$ cat src/rtl/r200_fetchq.sv
// r200_fetchq -- instruction fetch queue between instruction memory and IF/ID.
//
// Issues at most one instruction-memory read at a time. Each accepted word is
// stored with its address and address+4 in a DEPTH-entry circular queue. A
// redirect flushes the queue and restarts fetching at the new target. A
// response still owed for a request made before a redirect (or before a
// reset) is absorbed in the DROP state and never reaches the outputs.
//
// Parameters
//   DEPTH     queue entries, power of two in 2..16
//   RESET_PC  first fetch address after reset
//
// Ports
//   clk, rst                 clock, synchronous active-high reset
//   redirect, redirect_pc    pipeline redirect and its target
//   imem_req, imem_addr      memory read request and word-aligned address
//   imem_ack, imem_rdata     read response (may arrive in the request cycle)
//   out_valid, out_ready     head-entry handshake toward IF/ID
//   out_instrn/pc/pcp4       head instruction, its address, address+4
//   occupancy                number of valid queue entries
//
// Build option
//   R200_FETCHQ_BYPASS_EN    when defined, an accepted response arriving at an
//                            empty queue is presented on out_* in the same
//                            cycle, and consumed without being queued if
//                            out_ready is high.

module r200_fetchq #(
  parameter int          DEPTH    = 4,
  parameter logic [31:0] RESET_PC = 32'h0000_0000
) (
  input  logic        clk,
  input  logic        rst,
  input  logic        redirect,
  input  logic [31:0] redirect_pc,
  output logic        imem_req,
  output logic [31:0] imem_addr,
  input  logic        imem_ack,
  input  logic [31:0] imem_rdata,
  output logic        out_valid,
  input  logic        out_ready,
  output logic [31:0] out_instrn,
  output logic [31:0] out_pc,
  output logic [31:0] out_pcp4,
  output logic [4:0]  occupancy
);

  localparam int          PW          = $clog2(DEPTH);
  localparam logic [4:0]  DEPTH_W     = 5'(DEPTH);
  localparam logic [31:0] RESET_PC_AL = {RESET_PC[31:2], 2'b00};

  typedef enum logic [1:0] {IDLE, REQ, DROP} state_t;

  state_t        state, state_next;
  logic [31:0]   fetch_pc;
  logic [31:0]   fetch_pcp4;
  logic [PW-1:0] head, tail;
  logic [4:0]    count, count_next;
  logic          accept, push, pop;

  logic [31:0]   q_instrn [DEPTH];
  logic [31:0]   q_pc     [DEPTH];
  logic [31:0]   q_pcp4   [DEPTH];

  // The low target bits are dropped by word alignment.
  logic          unused_bits;
  assign unused_bits = ^redirect_pc[1:0];

  assign fetch_pcp4 = fetch_pc + 32'd4;
  assign imem_req   = (state == REQ);
  assign imem_addr  = fetch_pc;
  assign occupancy  = count;

  // A response is kept only for a live request with no redirect or reset
  // in the same cycle.
  assign accept = imem_req && imem_ack && !redirect && !rst;
  assign pop    = (count != 5'd0) && out_ready;

`ifdef R200_FETCHQ_BYPASS_EN
  logic bypass;
  assign bypass     = accept && (count == 5'd0);
  assign out_valid  = (count != 5'd0) || bypass;
  assign out_instrn = bypass ? imem_rdata : q_instrn[head];
  assign out_pc     = bypass ? fetch_pc   : q_pc[head];
  assign out_pcp4   = bypass ? fetch_pcp4 : q_pcp4[head];
  // A bypassed word taken immediately never occupies an entry.
  assign push       = accept && !(bypass && out_ready);
`else
  assign out_valid  = (count != 5'd0);
  assign out_instrn = q_instrn[head];
  assign out_pc     = q_pc[head];
  assign out_pcp4   = q_pcp4[head];
  assign push       = accept;
`endif

  always_comb begin
    count_next = count;
    if (redirect)
      count_next = 5'd0;
    else
      count_next = count + {4'b0, push} - {4'b0, pop};
  end

  // A new request is only allowed when the entry it will fill is guaranteed
  // free, so the next-cycle occupancy decides every transition into REQ.
  always_comb begin
    state_next = state;
    case (state)
      IDLE: if (count_next < DEPTH_W) state_next = REQ;
      REQ: begin
        if (imem_ack)
          state_next = (count_next < DEPTH_W) ? REQ : IDLE;
        else if (redirect)
          state_next = DROP;
      end
      DROP: if (imem_ack) state_next = IDLE;
      default: state_next = IDLE;
    endcase
  end

  // A request left unanswered by reset still gets a response from memory,
  // so reset parks the FSM in DROP until that response has been absorbed.
  always_ff @(posedge clk) begin
    if (rst) begin
      state    <= ((state == REQ || state == DROP) && !imem_ack) ? DROP : IDLE;
      count    <= 5'd0;
      head     <= '0;
      tail     <= '0;
      fetch_pc <= RESET_PC_AL;
      for (int i = 0; i < DEPTH; i++) begin
        q_instrn[i] <= '0;
        q_pc[i]     <= '0;
        q_pcp4[i]   <= '0;
      end
    end else begin
      state <= state_next;
      count <= count_next;
      if (redirect) begin
        head     <= '0;
        tail     <= '0;
        fetch_pc <= {redirect_pc[31:2], 2'b00};
      end else begin
        if (push) begin
          q_instrn[tail] <= imem_rdata;
          q_pc[tail]     <= fetch_pc;
          q_pcp4[tail]   <= fetch_pcp4;
          tail           <= tail + PW'(1);
        end
        if (pop)
          head <= head + PW'(1);
        if (accept)
          fetch_pc <= fetch_pcp4;
      end
    end
  end

endmodule

$ cat config.mk
export PLATFORM = sky130hd
export DESIGN_NAME = r200_fetchq
export DESIGN_NICKNAME = d
export VERILOG_FILES = /design/src/rtl/r200_fetchq.sv
export SDC_FILE = /design/constraint.sdc
export NUM_CORES = 1
export LEC_CHECK = 0
export ABC_CLOCK_PERIOD_IN_PS = 11050
export BUFFER_PORTS_ARGS = -buffer_cell sky130_fd_sc_hd__buf_2
export CAP_MARGIN = 10
export CORE_MARGIN = 2
export CORE_UTILIZATION = 28
export CTS_CLUSTER_DIAMETER = 50
export DETAILED_ROUTE_END_ITERATION = 16
export SETUP_SLACK_MARGIN = 0.1
export SYNTH_ARGS = -nofsm -noshare
export SYNTH_HDL_FRONTEND = slang
export SYNTH_SLANG_ARGS = --single-unit
$ cat constraint.sdc
create_clock -name clk -period 11.05 [get_ports clk]
set_input_delay 2.21 -clock clk [delete_from_list [all_inputs] [get_ports clk]]
set_output_delay 2.21 -clock clk [all_outputs]
set_load 0.01 [all_outputs]
Word level (Yosys, flattened, before mapping)
Memory sizes are Yosys's and may differ from the RTL's. A register that Yosys moved wholly into a read port is not among the register bits.
Cells that the tools add are included.

cells by class
  $add $sub $neg = 5
  multipliers = 0
  div/mod/pow operators = 0
  $lt $le $gt $ge = 1
  eq/ne operators = 5
  shift-type cells = 0
  mux-type cells = 32
  bitwise logic cells = 0
  reductions and logical operators = 17

operators with widths
  cell                     count
  $mux W32                 5
  $reduce_or A32 Y1        3
  $add A32 B3 Y32 const B  1
  $mux W2                  15
  $mux W1                  10
  $ne A3 B3 Y1 const B     2
  $pmux W2 S3              1
  $add A5 B1 Y5            1
  $logic_and A1 B1 Y1      5
  $lt A5 B3 Y1 const B     1
  $mux W5                  1
  $reduce_bool A5 Y1       1
  $sub A5 B1 Y5            1
  $add A2 B1 Y2 const B    2
  $ne A4 B3 Y1 const B     1
  $logic_not A1 Y1         3
  $reduce_and A3 Y1        1
  $eq A2 B1 Y1 const B     1
  $eq A2 B2 Y1 const B     1
  $logic_not A2 Y1         1
  $reduce_bool A2 Y1       1
  $reduce_or A2 Y1         1
  $logic_or A1 B1 Y1       1

word-level totals
  flip-flop bits (word level) = 43
  bits in latches = 0
  RAM bits = 384
  ROM bits = 0
  bits of input ports = 69
  output and inout port bits = 135
  logic and storage cells = 69
  memories = 3

memory list
  name      depth  width  rd ports  clocked after Yosys merged registers in  write ports  RTL line  source
  q_instrn  4      32     1         1                                        4            61        logic [31:0] q_instrn [DEPTH];
  q_pc      4      32     1         1                                        4            62        logic [31:0] q_pc [DEPTH];
  q_pcp4    4      32     1         1                                        4            63        logic [31:0] q_pcp4 [DEPTH];

Logic depth before layout (Yosys ltp)
  word-level depth = 12
  mapped depth = 17
  mapped depth without buffers = 15

Least setup slack after synthesis
Ideal clock, no wire load.

  path kind = in2reg
  from = in redirect
  to = mem q_instrn[0][0], enable pin
  setup time = 0.466 ns
  arrival = 5.367 ns
  required time = 10.584 ns
  slack = 5.217 ns
  stages = 7
  cell sequence = buf_2 or2_1 nor2_4 inv_2 or3_1 clkbuf_1 nand2b_1

RTL lines
  element      RTL line  source
  from (decl)  34        input logic redirect,
  to (decl)    61

==> results.cfg <==
[setup_path]
cp-end-kind = flip-flop
r2r_end = q_instrn[0][15]$_SDFFCE_PN0P_
cp_data_required_time_ns = 11.25
critPathLaunchType = input pin
cp_data_arrival_time_ns = 6.40
critPathMaxFanout = 62
worstRegToRegCells = 9
r2r_setup_slack_ns = 6.36
r2r-start = state[1]$_DFFE_PP_
path_class = input pin to flip-flop

[cts]
cts_tree = yes
cts_sinks = 411
cts_setup_buffers = 0
clkSlewWorstSetupHoldPaths_ns = 0.06
root_buffer = clkbuf_16
clock_latency_ns = 0.59
cts.path.max_buffers = 3
ctsResizeCount = 0
htree_levels = 2
hold_buffers = 0
cts_buffers = 47

[place]
io_buffer_count = 195
hpwlAfterDp_um = 31100
gp_congestion = 0.847
dpl_cell_area_sq_um = 20200
dp_cells = 2244

[drt]
first_iter_violations = 837
first_pass_iters = 5
wire_per_inst_um = 22.1
drc = 0
totalWireLength_um = 51400
vias_per_cell = 4.79
vias = 11173
ant_nets = 0

[synth]
ys_seq_area_frac = 0.646
yosysWarnings = 0
ys_ff_latch = 411
synthFlopType = edfxtp_1
synth_top_area_frac = 0.602
syn_area_sq_um = 18500
synth_cells = 1276
synth_commonest_cells = edfxtp_1 (370), and2_1 (185), nor2_1 (162), mux4_2 (92), and3_1 (73)
netlist_top_cells_area = edfxtp_1 (60%), mux4_2 (11%), and2_1 (6.3%), dfxtp_1 (4.4%), nor2_1 (3.3%)
synth_edf_count = 370
synth_top_cell_by_area = edfxtp_1
avgSynthCellArea_sq_um = 14.5
yosysMostFrequentCell = edfxtp_1
synthArstFlopShare = 0
yosys.cell_types.count = 52

[final_layout]
fin_nets = 1509
postLayoutCellArea_sq_um = 21700
final_util = 0.331
finalNonFillerCells = 2332
areaGrowthSynthToFinish_pct = 17.6
regArea_sq_um = 11900
final_layout_size_suffix_gt1_frac = 0.273
n_fill_cell = 6422
multi_input_area_sq_um = 6000

[floorplanning]
die-area_sq_um = 68000
die_h_um = 261
dieWidth_um = 261
core_sq_um = 65500
io_pins = 204
rows = 94
initial_core_util = 0.282

[global_routing]
grt_usage = 0.150
grt_pass1_wl_um = 75200
grt_pass1_vias = 11207
overflow = 0
grt_max_degree = 67
grt_antenna_before_repair = 7

[sta]
finalMaxSlewViolations = 0
fin_crit_ns = 6.20
setup_violations = 0
fin_skew_ns = 0.0196
fmax_mhz = 161
final.setup.tns_ns = 0
rsz0062_at_grt = false
finalHoldViolCount = 0
tightest_slew_ns = 1.12
finalCritPeriodShare = 0.561
maxSlewHeadroom = 0.252

[hold_path]
whs_path_depth = 2
hold_class = flip-flop to flip-flop
worstHoldStart = head[1]$_SDFFE_PN0P_
whs_endpoint = head[1]$_SDFFE_PN0P_

[run_status]
status = complete, no violations

[power_and_ir_drop]
p_per_area_nw_per_um2 = 182
p_leak_nw = 8.05
irDropWorstVdd_uv = 94.5

[run]
cap_violations = 0
-- layout by cell type (no fill, tap or decap), types with 7 or more instances in the layout --
master | netlist | layout
and2_1 | 185 | 184
o21ai_0 | 9 | 9
buf_2 | 21 | 195
nor2_1 | 162 | 160
and3_1 | 73 | 73
inv_1 | 17 | 17
nor3_1 | 14 | 14
clkinv_1 | 0 | 9
a21oi_1 | 20 | 20
xor2_1 | 12 | 12
buf_4 | 16 | 18
mux4_2 | 92 | 92
xnor2_1 | 39 | 39
ha_1 | 10 | 10
edfxtp_1 | 370 | 370
nand4_1 | 7 | 7
clkbuf_1 | 64 | 11
dfxtp_1 | 41 | 39
a211oi_1 | 8 | 8
nand2_1 | 27 | 27
clkbuf_16 | 0 | 49
nand3_1 | 11 | 11
-- worst max-delay path by stage --
stage	start	endpoint	slack, ns	cells past startpoint
CTS	rst	q_instrn[0][10]$_SDFFCE_PN0P_	4.85	8
floorplan	redirect	q_instrn[0][0]$_SDFFCE_PN0P_	5.22	7
global route	rst	q_instrn[0][15]$_SDFFCE_PN0P_	4.62	8
global placement	rst	q_instrn[0][9]$_SDFFCE_PN0P_	4.24	8
finish	rst	q_instrn[0][15]$_SDFFCE_PN0P_	4.85	8
detailed placement	rst	q_pc[0][4]$_SDFFCE_PN0P_	4.21	8
-- layer usage --
metal | vias to the layer above | track usage | share of wire
li1 | 4980 | - | -
met1 | 5678 | 0.199 | 0.42
met2 | 441 | 0.243 | 0.47
met3 | 74 | 0.0362 | 0.082
met4 | 0 | 0.0486 | 0.028
met5 | - | 0 | 0
-- power breakdown --
part / internal [mW] / total [mW] / switching [mW]
registers: 1.78 / 1.83 / 0.0572
clock network: 0.885 / 1.54 / 0.651
logic: 0.232 / 0.571 / 0.339
total: 2.89 / 3.94 / 1.05
-- metrics by stage --
step	setup slack, ns	total power, mW	hold slack (ns)
2_1_floorplan	5.22	2.22	0.485
3_3_place_gp	4.24	2.44	0.500
3_5_place_dp	4.21	2.46	0.517
4_1_cts	4.85	3.99	0.534
5_1_grt	4.62	4.10	0.581
6_report	4.85	3.94	0.534
-- sequential cells by signal, indices dropped and copies added (netlist names), named ones only --
register,flops
q_pc,120
tail,2
imem_addr,30
head,2
q_pcp4,120
q_instrn,128
state,2
occupancy,5
-- cell type report --
| type | instances | area share |
|---|---|---|
| repair buffers | 213 | 0.0512 |
| well taps | 864 | 0.0498 |
| inverters | 18 | 0.00311 |
| multi-input cells | 738 | 0.277 |
| diodes | 2 | 0.000231 |
| clock buffers | 60 | 0.0584 |
| clock inverters | 26 | 0.0107 |
| flip-flops and latches | 411 | 0.550 |
-- critical path, stage by stage --
cell and delay, ns:
buf_2 0.09, buf_4 0.26, or2_1 0.49, nor2_4 0.32
inv_2 0.41, or3_2 0.95, nand2b_4 0.62, buf_4 0.89
-- cells by family (layout without fill, tap and decap cells) --
family          count (synthesis)  count (layout)  share of synthesized area
simple gates                  520             520                      0.156
flops                         411             411                      0.646
buf+inv                       132             317                     0.0327
mux                            94              94                      0.113
compound gates                 56              56                     0.0193
xor+xnor                       51              51                     0.0242
fa+ha+maj                      11              11                    0.00786
other cells                     1               8                   0.000203
Power figures use the tool's default switching activity.
